--- src/rtl/noc_inject_port.sv ---
// noc_inject_port: injection port between one PE result stream and its local
// mesh router. Buffers payload words in a small FIFO and serialises each
// packet as one header flit {dest, src, len} followed by len+1 payload flits.
//
// Ports:
//   clk, rst_n          clock, asynchronous active-low reset
//   src_id              this PE's mesh index (static after reset)
//   cmd_valid/cmd_ready packet command handshake (cmd_dest, cmd_len = words-1)
//   pe_data/pe_valid    payload word offer; pe_ready = FIFO not full
//   net_data/net_valid  flit towards the router; net_ready = router accepts
//   busy                packet in progress
//   pkt_count           packets completed since reset (wrapping)
module noc_inject_port #(
   parameter int unsigned DEPTH = 4
) (
   input  logic        clk,
   input  logic        rst_n,
   input  logic [5:0]  src_id,
   input  logic        cmd_valid,
   output logic        cmd_ready,
   input  logic [5:0]  cmd_dest,
   input  logic [3:0]  cmd_len,
   input  logic [15:0] pe_data,
   input  logic        pe_valid,
   output logic        pe_ready,
   output logic [15:0] net_data,
   output logic        net_valid,
   input  logic        net_ready,
   output logic        busy,
   output logic [15:0] pkt_count
);

   localparam int unsigned PTR_W  = (DEPTH > 1) ? $clog2(DEPTH) : 1;
   localparam int unsigned OCC_W  = $clog2(DEPTH + 1);
   localparam int unsigned FLIT_W = 16;
   localparam int unsigned CNT_W  = 16;

   typedef enum logic [1:0] {
      IDLE = 2'd0,
      HDR  = 2'd1,
      BODY = 2'd2
   } state_t;

   state_t             state_q;
   state_t             state_d;
   logic [5:0]         dest_q;
   logic [3:0]         len_q;
   logic [3:0]         beat_q;
   logic [FLIT_W-1:0]  mem_q [DEPTH];
   logic [PTR_W-1:0]   wr_ptr_q;
   logic [PTR_W-1:0]   rd_ptr_q;
   logic [OCC_W-1:0]   occ_q;
   logic [CNT_W-1:0]   pkt_count_q;
   logic [CNT_W-1:0]   pkt_count_d;
   logic               fifo_empty;
   logic               push;
   logic               pop;
   logic               last_beat;

   // FIFO status and handshake qualifiers
   assign fifo_empty = (occ_q == '0);
   assign pe_ready   = (occ_q < OCC_W'(DEPTH));
   assign push       = pe_valid & pe_ready;
   assign pop        = (state_q == BODY) & ~fifo_empty & net_ready;
   assign last_beat  = pop & (beat_q == len_q);
   assign pkt_count  = pkt_count_q;

   // State register
   always_ff @(posedge clk or negedge rst_n) begin
      if (!rst_n) begin
         state_q <= IDLE;
      end else begin
         state_q <= state_d;
      end
   end

   // Next-state logic
   always_comb begin
      state_d = state_q;
      case (state_q)
         IDLE:    if (cmd_valid) state_d = HDR;
         HDR:     if (net_ready) state_d = BODY;
         BODY:    if (last_beat) state_d = IDLE;
         default: state_d = IDLE;
      endcase
   end

   // Output decode; header flit is {dest, src, len}
   always_comb begin
      cmd_ready = 1'b0;
      net_valid = 1'b0;
      net_data  = '0;
      busy      = 1'b0;
      case (state_q)
         IDLE: begin
            cmd_ready = 1'b1;
         end
         HDR: begin
            net_valid = 1'b1;
            net_data  = {dest_q, src_id, len_q};
            busy      = 1'b1;
         end
         BODY: begin
            net_valid = ~fifo_empty;
            net_data  = mem_q[rd_ptr_q];
            busy      = 1'b1;
         end
         default: begin
            busy = 1'b1;
         end
      endcase
   end

   // Command latch and beat counter
   always_ff @(posedge clk or negedge rst_n) begin
      if (!rst_n) begin
         dest_q <= '0;
         len_q  <= '0;
         beat_q <= '0;
      end else begin
         if (state_q == IDLE && cmd_valid) begin
            dest_q <= cmd_dest;
            len_q  <= cmd_len;
         end
         if (state_q == HDR && net_ready) begin
            beat_q <= '0;
         end else if (pop) begin
            beat_q <= beat_q + 4'(1);
         end
      end
   end

   // Completed-packet counter, wraps naturally at 16 bits
   always_comb begin
      pkt_count_d = pkt_count_q + CNT_W'(last_beat);
   end

   always_ff @(posedge clk or negedge rst_n) begin
      if (!rst_n) begin
         pkt_count_q <= '0;
      end else begin
         pkt_count_q <= pkt_count_d;
      end
   end

   // Payload FIFO: circular pointers plus occupancy counter
   always_ff @(posedge clk or negedge rst_n) begin
      if (!rst_n) begin
         wr_ptr_q <= '0;
         rd_ptr_q <= '0;
         occ_q    <= '0;
         for (int i = 0; i < int'(DEPTH); i++) begin
            mem_q[i] <= '0;
         end
      end else begin
         if (push) begin
            mem_q[wr_ptr_q] <= pe_data;
            wr_ptr_q        <= wr_ptr_q + PTR_W'(1);
         end
         if (pop) begin
            rd_ptr_q <= rd_ptr_q + PTR_W'(1);
         end
         case ({push, pop})
            2'b10:   occ_q <= occ_q + OCC_W'(1);
            2'b01:   occ_q <= occ_q - OCC_W'(1);
            default: occ_q <= occ_q;
         endcase
      end
   end

endmodule

--- config.mk ---
export PLATFORM = sky130hd
export DESIGN_NAME = noc_inject_port
export DESIGN_NICKNAME = d
export VERILOG_FILES = /design/src/rtl/noc_inject_port.sv
export SDC_FILE = /design/constraint.sdc
export NUM_CORES = 1
export LEC_CHECK = 0
export CAP_MARGIN = 10
export CORE_MARGIN = 2
export CORE_UTILIZATION = 54
export CTS_CLUSTER_DIAMETER = 200
export DETAILED_ROUTE_END_ITERATION = 16
export PLACE_DENSITY = 0.79
export SLEW_MARGIN = 30
export SYNTH_ARGS = -nofsm -noshare
export SYNTH_HDL_FRONTEND = slang
export SYNTH_SLANG_ARGS = --single-unit
--- constraint.sdc ---
create_clock -name clk -period 2.4 [get_ports clk]
set_input_delay 0.48 -clock clk [delete_from_list [all_inputs] [get_ports clk]]
set_output_delay 0.48 -clock clk [all_outputs]
set_load 0.01 [all_outputs]
======== Yosys cells after proc, flatten, opt, wreduce, memory -nomap -nowiden ========
Cells that the tools add are included.
word-level totals
  register bits after elaboration ......... 103
  output and inout port bits .............. 36
operators by class
  $add $sub $neg .......................... 6
  magnitude comparators ................... 4
  eq/ne operators ......................... 8
  muxes and demuxes ....................... 17
  bitwise gates (word level) .............. 7
  reductions and logical operators ........ 8
operator list
  cell                   count
  $bwmux W64             1
  $mux W16               3
  $bmux W16 S2           1
  $demux W16 S2          1
  $pmux W16 S2           1
  $add A16 B1 Y16        1
  $mux W4                2
  $ge A3 B3 Y1 const B   2
  $mux W2                3
  $ne A2 B2 Y1 const B   3
  $not A2 Y3             2
  $pmux W2 S3            1
  $pmux W3 S2            1
  $add A2 B1 Y2 const B  2
  $add A4 B1 Y4 const B  1
  $and A1 B1 Y1          4
  $eq A2 B1 Y1 const B   2
  $eq A2 B2 Y1 const B   2
  $eq A4 B4 Y1           1
  $reduce_bool A2 Y1     2
  $add A3 B1 Y3 const B  1
  $logic_and A1 B1 Y1    3
  $logic_not A3 Y1       1
  $lt A3 B1 Y1 const B   1
  7 further kinds        8

======== Longest topological paths before layout ========
  depth in word-level cells ............... 7
  depth in mapped cells ................... 11
  depth with buffers taken out ............ 10

======== Least setup slack after synthesis ========
No wires, ideal clock.
  path type ............................... register -> register
  start ................................... reg state_q[0]
  end ..................................... reg pkt_count_q[12] (netlist: pkt_count[12])
  setup time .............................. 0.126 ns
  arrival ................................. 2.025 ns
  path slack .............................. 0.249 ns
  cell stages (with the launch flop) ...... 12
  cell sequence ........................... dfrtp_1 -> inv_1 -> ha_1 -> o311a_1 -> buf_6 -> and4_1 -> and2_1 -> ha_1 -> inv_1 -> nor4_2 -> nand2_1 -> xnor2_1
between the ends
  longest elaborated chain between the ends .. 5
RTL lines
  element                     RTL line  source
  from (decl)                 44        state_t state_q;
  from (signal assigned)      73        state_q <= state_d;
  $eq A2 B2 Y1                64        assign pop = (state_q == BODY) & ~fifo_empty & net_ready;
  $and A1 B1 Y1 (2 in a row)  64
  via pop                     57        logic pop;
  $and A1 B1 Y1               65        assign last_beat = pop & (beat_q == len_q);
  $add A16 B1 Y16             135       pkt_count_d = pkt_count_q + CNT_W'(last_beat);
  via pkt_count_d[12]         54        logic [CNT_W-1:0] pkt_count_d;
  to (signal assigned)        142       pkt_count_q <= pkt_count_d;
  to (decl)                   53        logic [CNT_W-1:0] pkt_count_q;
The timed path passes the listed nets, and every way through them passes these cells.
A chain may end at the register's enable or synchronous reset.

======== Worst setup path in the final report ========
  start ................................... reg rd_ptr_q[0]
  end ..................................... out net_data[5]
between the ends
  longest elaborated chain between the ends .. 5
RTL lines
  element                                      RTL line  source
  from (decl)                                  51        logic [PTR_W-1:0] rd_ptr_q;
  from (signal assigned)                       161       rd_ptr_q <= rd_ptr_q + PTR_W'(1);
  $not A2 Y3 (not written as such)             105       net_data = mem_q[rd_ptr_q];
  $bmux W16 S2                                 105
  $mux W16 (not written as such) (2 in a row)  105
  $pmux W16 S2                                 94        case (state_q)
  to (decl)                                    26        output logic [15:0] net_data,
Every way passes these cells. The select of a mux whose other input is x is not followed.

==> flow_summary.html <==
<table>
<tr><th>Metric</th><th>Value</th></tr>
<tr><th colspan="2">Final layout</th></tr>
<tr><td>Most common cell after layout, fill and taps aside</td><td>sky130_fd_sc_hd__dfrtp_1</td></tr>
<tr><td>Growth of design area from synthesis to finish</td><td>26.65%</td></tr>
<tr><td>Filler Cells Inserted</td><td>623</td></tr>
<tr><td>Total number of nets in the final design</td><td>505</td></tr>
<tr><td>Highest-count cells in the layout ignoring fill and taps</td><td>sky130_fd_sc_hd__dfrtp_1, sky130_fd_sc_hd__mux2_1, sky130_fd_sc_hd__clkdlybuf4s50_1</td></tr>
<tr><td>Layout cell share with drive strength beyond 1</td><td>26.36%</td></tr>
<tr><td>Number of inserted diodes</td><td>0</td></tr>
<tr><th colspan="2">Global route</th></tr>
<tr><td>Number of antenna violations at the first check in global routing</td><td>0</td></tr>
<tr><td>Number of global-route vias before repair</td><td>3,383</td></tr>
<tr><td>Wire length of the first global-routing pass</td><td>17,040 um</td></tr>
<tr><td>All-Layer GR Usage</td><td>22.27%</td></tr>
<tr><td>Pin count of the biggest net entering global routing</td><td>45</td></tr>
<tr><td>Overflow left after global routing</td><td>0</td></tr>
<tr><th colspan="2">Synth</th></tr>
<tr><td>Unique cell type count in the Yosys netlist</td><td>44</td></tr>
<tr><td>Post-synthesis net count</td><td>405</td></tr>
<tr><td>Number of instances in the synthesized netlist</td><td>355</td></tr>
<tr><td>Number of flops mapped to enable cells by yosys</td><td>0</td></tr>
<tr><td>Mapped Area</td><td>0.004990 mm^2</td></tr>
<tr><td>Total number of yosys warnings</td><td>0</td></tr>
<tr><td>Primary FF master, synth</td><td>sky130_fd_sc_hd__dfrtp_1</td></tr>
<tr><td>Register area share after synthesis</td><td>51.65%</td></tr>
<tr><td>Average size of a mapped cell</td><td>14.06 um^2</td></tr>
<tr><td>Total of flip-flops plus latches after synthesis</td><td>103</td></tr>
<tr><td>FFs w/ async S/R, synth</td><td>100.0%</td></tr>
<tr><th colspan="2">Min path</th></tr>
<tr><td>Class of the worst hold path</td><td>input port to asynchronous set/reset pin</td></tr>
<tr><th colspan="2">Floorplan</th></tr>
<tr><td>Die width</td><td>100.1 um</td></tr>
<tr><td>Initial core utilization</td><td>54.78%</td></tr>
<tr><td>Die Y-Extent</td><td>100.1 um</td></tr>
<tr><td>Overall die area</td><td>0.01003 mm^2</td></tr>
<tr><td>I/O pin cnt</td><td>73</td></tr>
<tr><td># rows</td><td>35</td></tr>
<tr><td>Core outline area</td><td>0.009109 mm^2</td></tr>
<tr><th colspan="2">Worst setup path</th></tr>
<tr><td>Start-to-end type of the worst setup path</td><td>register to output pin</td></tr>
<tr><td>R2r worst-path depth</td><td>8</td></tr>
<tr><td>Data required, critical path</td><td>1.92 ns</td></tr>
<tr><td>Worst Setup End Kind</td><td>output pin</td></tr>
<tr><td>Worst Path Arrival</td><td>1.91 ns</td></tr>
<tr><td>Max incr delay on CP</td><td>0.50 ns</td></tr>
<tr><td>Cell with the largest stage delay on the worst path</td><td>sky130_fd_sc_hd__mux4_2</td></tr>
<tr><td>Critical Path Start Type</td><td>register</td></tr>
<tr><td>Series of cell instances along the critical path</td><td>clkbuf_16 &gt; buf_6 &gt; mux4_2 &gt; a22oi_2 &gt; nor2b_1 &gt; buf_2</td></tr>
<tr><td>Max Fanout on Critical Path</td><td>6</td></tr>
<tr><td>Startpoint of the most critical register-to-register path</td><td>len_q[3]$_DFFE_PN0P_</td></tr>
<tr><td>Crit. Startpoint</td><td>rd_ptr_q[0]$_DFFE_PN0P_</td></tr>
<tr><th colspan="2">Timing</th></tr>
<tr><td>Post-route setup TNS</td><td>0 ns</td></tr>
<tr><td>Final critical-path share of the clock period</td><td>99.42%</td></tr>
<tr><td>Clock skew after layout</td><td>0.01632 ns</td></tr>
<tr><td>Number of hold violations in the final report</td><td>0</td></tr>
<tr><td>Total count of max-transition violations in the final report</td><td>0</td></tr>
<tr><td>Count of endpoints failing setup in the final report</td><td>0</td></tr>
<tr><td>Fmax achieved</td><td>419.1 MHz</td></tr>
<tr><td>Post-layout worst setup margin</td><td>0.01387 ns</td></tr>
<tr><td>RSZ-0062 raised after global routing</td><td>true</td></tr>
<tr><td>Min Clock Period, post-route</td><td>2.386 ns</td></tr>
<tr><td>Slew at the pin closest to its max-slew limit</td><td>0.5507 ns</td></tr>
<tr><td>Slew Limit Headroom</td><td>63.29%</td></tr>
<tr><th colspan="2">Clocking</th></tr>
<tr><td>Max Buffers Root-to-Sink</td><td>2</td></tr>
<tr><td>Number of buffers inserted during clock tree synthesis</td><td>9</td></tr>
<tr><td>Worst skew pair latency</td><td>0.36 ns</td></tr>
<tr><td>Maximum level of the CTS H-tree</td><td>3</td></tr>
<tr><td>TritonCTS clock tree</td><td>done</td></tr>
<tr><td>CTS clk-pin slew, worst paths</td><td>0.09 ns</td></tr>
<tr><td>Number of sinks handled by clock tree synthesis</td><td>103</td></tr>
<tr><td>Root buf cell</td><td>sky130_fd_sc_hd__clkbuf_8</td></tr>
<tr><td>CTS Hold Buffers Added</td><td>0</td></tr>
<tr><th colspan="2">Power and ir drop</th></tr>
<tr><td>Internal</td><td>5.106 mW</td></tr>
<tr><td>Part of the total power dissipated in sequential elements</td><td>38.3%</td></tr>
<tr><td>Combinational Power Share</td><td>45.7%</td></tr>
<tr><td>Worst-case vdd ir drop</td><td>550.9 uV</td></tr>
<tr><td>P_sw</td><td>2.579 mW</td></tr>
<tr><td>Clock share of power</td><td>16.0%</td></tr>
<tr><td>Overall power consumption</td><td>7.685 mW</td></tr>
<tr><td>Cell leakage power</td><td>2.760 nW</td></tr>
<tr><td>Sw frac</td><td>33.56%</td></tr>
<tr><td>Pwr/cell area</td><td>1216 mW/mm^2</td></tr>
<tr><th colspan="2">Detailed routing</th></tr>
<tr><td>DRC viols</td><td>0</td></tr>
<tr><td>Residual antenna-violating net count after detailed routing</td><td>0</td></tr>
<tr><td>Detailed Route WL</td><td>10,530 um</td></tr>
<tr><td>Ratio of routed vias to standard cells</td><td>5.654</td></tr>
<tr><td>Drt first-iter violations</td><td>69</td></tr>
<tr><td>Routed wirelength normalized by instance count</td><td>18.48 um</td></tr>
<tr><td>Vias after detailed routing</td><td>3,223</td></tr>
<tr><td>Pre-antenna DRT Iters</td><td>4</td></tr>
<tr><th colspan="2">Run status</th></tr>
<tr><td>Run status</td><td>finished, final reports clean</td></tr>
<tr><th colspan="2">Placement</th></tr>
<tr><td>Global placement routability congestion</td><td>0.8270</td></tr>
<tr><td>Worst Setup Slack post-DPL</td><td>-0.1553 ns</td></tr>
<tr><td>Count of port buffers added during placement</td><td>72</td></tr>
<tr><td>HPWL after detailed placement</td><td>7184 um</td></tr>
<tr><th colspan="2">Job</th></tr>
<tr><td>Max Cap Viol</td><td>0</td></tr>
</table>
logic make-up (layout without fill, tap and decap cells):
family          count (synthesis)  count (layout)  share of synthesized area, %
buf+inv                        28             132                         3.185
fa+ha+maj                      13              13                         3.410
xor+xnor                       26              26                         4.564
mux                            92              92                         24.35
flops                         103             103                         51.65
simple gates                   61              61                         7.723
compound gates                 32              32                         5.115
flip-flops by register name (all words and copies together) (netlist names):
register / cells
mem_q: 64
pkt_count: 16
dest_q: 6
beat_q: 4
len_q: 4
occ_q: 3
rd_ptr_q: 2
state_q: 2
wr_ptr_q: 2
timing repair:
item	4_1_cts	5_1_grt
endpoints found under the setup margin	17	13
pin swaps	9	11
gates cloned	2	0
resized for setup	81	8
setup buffers	11	0
area by class of cell:
cell class / instances / area (um^2) / share of cell area [%]
Clock buffer: 11 / 151.4 / 2.396
Clock inverter: 4 / 76.32 / 1.208
Tap cell: 111 / 138.9 / 2.198
Multi-Input combinational cell: 224 / 2323 / 36.77
Timing Repair Buffer: 104 / 1001 / 15.84
Sequential cell: 103 / 2580 / 40.82
Inverter: 13 / 48.80 / 0.7721
path summary, 6_finish.rpt:
kind / end / slack [ns]
worst min register to register: pkt_count[15]$_DFF_PN0_ / 0.47
max in group asynchronous: mem_q[40]$_DFFE_PN0P_ / 1.60
worst max register to register: pkt_count[13]$_DFF_PN0_ / 0.22
min in group clk: pkt_count[15]$_DFF_PN0_ / 0.47
worst max-delay path: net_data[5] / 0.01
worst min-delay path: pkt_count[9]$_DFF_PN0_ / 0.09
routing by layer:
| layer | share of wire, % | track usage (%) |
|---|---|---|
| met4 | 1.9 | 7.376 |
| met3 | 3.5 | 4.109 |
| met2 | 50 | 36.86 |
| met5 | 0 | 0 |
| met1 | 44 | 29.99 |
power groups by stage:
stage | Clock [mW] | Combinational [mW] | Sequential (mW)
global route | 1.32 | 3.77 | 3.03
global placement | 0 | 3.08 | 2.88
finish | 1.23 | 3.52 | 2.94
floorplan | 0 | 2.18 | 2.79
CTS | 1.25 | 3.47 | 2.94
detailed placement | 0 | 3.19 | 2.94
per-stage QoR:
stage	hold slack (ns)	cells	cell area [um^2]	utilization (%)
6_report	0.09418	570	6320	69.38
5_1_grt	0.1317	570	6320	69.38
4_1_cts	0.1136	570	6290	69.05
3_5_place_dp	0.4618	542	5929	65.10
3_3_place_gp	0.4636	542	5929	65.10
2_1_floorplan	0.1844	355	4990	-
synthesized netlist by cell type (all sizes together), types with 3 or more instances:
master | number | area (um^2)
ha | 12 | 150.1
xnor2 | 14 | 122.6
inv | 13 | 48.80
nand2 | 16 | 70.06
nor2b | 18 | 112.6
mux2 | 75 | 844.6
nand3 | 7 | 35.03
xor2 | 12 | 105.1
dfrtp | 103 | 2577
mux4 | 16 | 360.4
a21oi | 4 | 20.02
clkbuf | 4 | 15.01
nor3 | 3 | 20.02
a22oi | 16 | 145.1
buf | 11 | 95.09
nor2 | 4 | 15.01
critical path, delay by kind of cell, from the launching register on:
family / cells / cell delay [ns]
AND/OR/NAND/NOR: 1 / 0.06
multiplexers: 1 / 0.50
AO/OA/AOI/OAI: 1 / 0.16
flip-flops: 1 / 0.43
buffers and inverters: 3 / 0.41
No activity file was read; power rests on OpenSTA's default activity.
==> edit: new RTL, same flow settings <==
Re-encode `state_t` (3 states) as one-hot, 3 bits wide.
--- a/src/rtl/noc_inject_port.sv
+++ b/src/rtl/noc_inject_port.sv
@@ -35,10 +35,10 @@
    localparam int unsigned FLIT_W = 16;
    localparam int unsigned CNT_W  = 16;
 
-   typedef enum logic [1:0] {
-      IDLE = 2'd0,
-      HDR  = 2'd1,
-      BODY = 2'd2
+   typedef enum logic [2:0] {
+      IDLE = 3'b001,
+      HDR  = 3'b010,
+      BODY = 3'b100
    } state_t;
 
    state_t             state_q;
Formal check against the unedited RTL: no difference found for any inputs over 4 cycles, from zero or initial values and one cycle with rst_n low; so few cycles prove little.
==> edit against the original RTL <==
Design area fell by 5.3%; non-clock buffer count fell by 8; power fell by 18%; largest power group is now sequential cells; critical endpoint is now net_data[2]; synthesized area fell by 3.4%; sequential cell count rose by 1; count of clock-buffer cells in the layout fell by 1; utilization fell by 0.39 points; setup slack got worse by 8.2 ps; critical path type unchanged; sequential share of layout area rose by 2.7 points; routed wire length fell by 7.5%; largest cell class unchanged.
==> edit: results (changes against the original RTL) <==
- Status: complete, no violations (unchanged)
- Slew margin rel.: 0.616 (was 0.633)
- Layout cell share with drive strength beyond 1: 0.202 (was 0.264)
- Global-route wire length before repair: 16,200 um (was 17,000 um)
- Synth Area in XOR/XNOR: 0.0436 (was 0.0456)
- Capturing point of the worst reg2reg path: pkt_count[10]$_DFF_PN0_ (was pkt_count[13]$_DFF_PN0_)
- Gpl congestion: 0.760 (was 0.827)
- Multiplexer share of the synthesized area: 0.250 (was 0.243)
- Largest cells by area after synthesis: dfrtp_1, mux2_1, mux4_2 (unchanged)
- Final Hold Slack: 116 ps (was 94.2 ps)
- Synth Area in Compound Gates: 0.0431 (was 0.0512)
- Critical-path maximum fanout: 4 (was 6)
- P_leak: 2.64 nW (was 2.76 nW)
- M1 WL: 4430 um (was 4660 um)
- Detailed placement HPWL: 6570 um (was 7180 um)
- Synthesized-area fraction occupied by adder cells: 0.0275 (was 0.0341)
- Routed wl met3: 292 um (was 367 um)
- Vias in the first global route: 3,206 (was 3,383)
- Fin Clk Skew: 12.4 ps (was 16.3 ps)
- Synth Instances: 333 (was 355)
- Maximum VDD drop: 0.436 mV (was 0.551 mV)
- Commonest cells post-synth: dfrtp_1, mux2_1, xnor2_1 (was dfrtp_1, mux2_1, nor2b_1)
- Nets: 472 (was 505)
- Yosys cell types: 41 (was 44)
- Syn Nets: 380 (was 405)
- Largest net degree at the start of global routing: 105 (was 45)
- R2r startpoint: state_q[1]$_DFFE_PN0P_ (was len_q[3]$_DFFE_PN0P_)
- Placement Cell Area: 0.00573 sq mm (was 0.00593 sq mm)
- Wire per inst: 18.1 um (was 18.5 um)
- Clock transition at path regs: 110 ps (was 90 ps)
- Routed vias: 3,005 (was 3,223)
- Routed wl met2: 4890 um (was 5310 um)
- Drt total wl: 9740 um (was 10,500 um)
- R2R cell count: 9 (was 8)
- GRT Total Usage: 0.215 (was 0.223)
edit: how the worst max path moves through the flow:
stage                     slack [ps]                    start  cells after the start                       to
after floorplan                  470   state_q[1]$_DFFE_PN0P_                      9     occ_q[2]$_DFFE_PN0P_
after global placement           100  rd_ptr_q[0]$_DFFE_PN0P_                      4              net_data[3]
after detailed placement          50                net_ready                      8  pkt_count[10]$_DFF_PN0_
after CTS                        -30  rd_ptr_q[0]$_DFFE_PN0P_                      6              net_data[4]
after global routing             -70  rd_ptr_q[0]$_DFFE_PN0P_                      5              net_data[4]
final                              6  rd_ptr_q[0]$_DFFE_PN0P_                      4              net_data[2]
edit: critical path, cell delays in order, from the launching register on:
cell	delay, ps
dfrtp_2	410
buf_4	140
mux4_2	520
a22o_1	200
dlygate4sd2_1	280
edit: cell families (layout without fill, tap and decap cells):
| family | count (synthesis) | in the layout |
|---|---|---|
| compound gates | 25 | 25 |
| fa+ha+maj | 10 | 10 |
| buf+inv | 24 | 121 |
| simple gates | 55 | 55 |
| mux | 91 | 91 |
| xor+xnor | 24 | 24 |
| flops | 104 | 104 |
edit: metal layers:
layer | track usage | vias to the layer above
met4 | 0.0706 | 0
met5 | 0 | -
met3 | 0.0355 | 9
li1 | - | 1388
met2 | 0.353 | 57
met1 | 0.298 | 1551
edit: report_power, final:
part	total (mW)	switching, mW	leakage (nW)	internal (mW)
clock network	1.15	0.621	0.105	0.528
registers	2.92	0.430	1.28	2.49
logic	2.27	0.912	1.26	1.35
edit: repair_timing:
| action | 4_1_cts | 5_1_grt |
|---|---|---|
| gates resized for setup | 56 | 7 |
| setup buffers | 9 | 2 |
| endpoints found under the setup margin | 17 | 13 |
| pin swaps | 2 | 1 |
| cloned | 1 | 0 |
edit: cell type report:
| type | instances | area [sq um] |
|---|---|---|
| clock buffer | 10 | 138 |
| clock inverter | 6 | 75.1 |
| fill | 616 | 2690 |
| sequential | 104 | 2610 |
| inverter | 9 | 33.8 |
| timing repair buffer | 96 | 905 |
| tap | 108 | 135 |
| multi-input combinational | 205 | 2090 |
edit: through the flow:
step | total power [mW] | setup TNS [ps] | setup slack (ps)
final | 6.33 | 0 | 5.65
after global placement | 5.02 | 0 | 99.4
after floorplan | 4.39 | 0 | 466
after global routing | 6.74 | -212 | -66.5
after CTS | 6.42 | -87.7 | -29.8
after detailed placement | 5.13 | 0 | 54.6
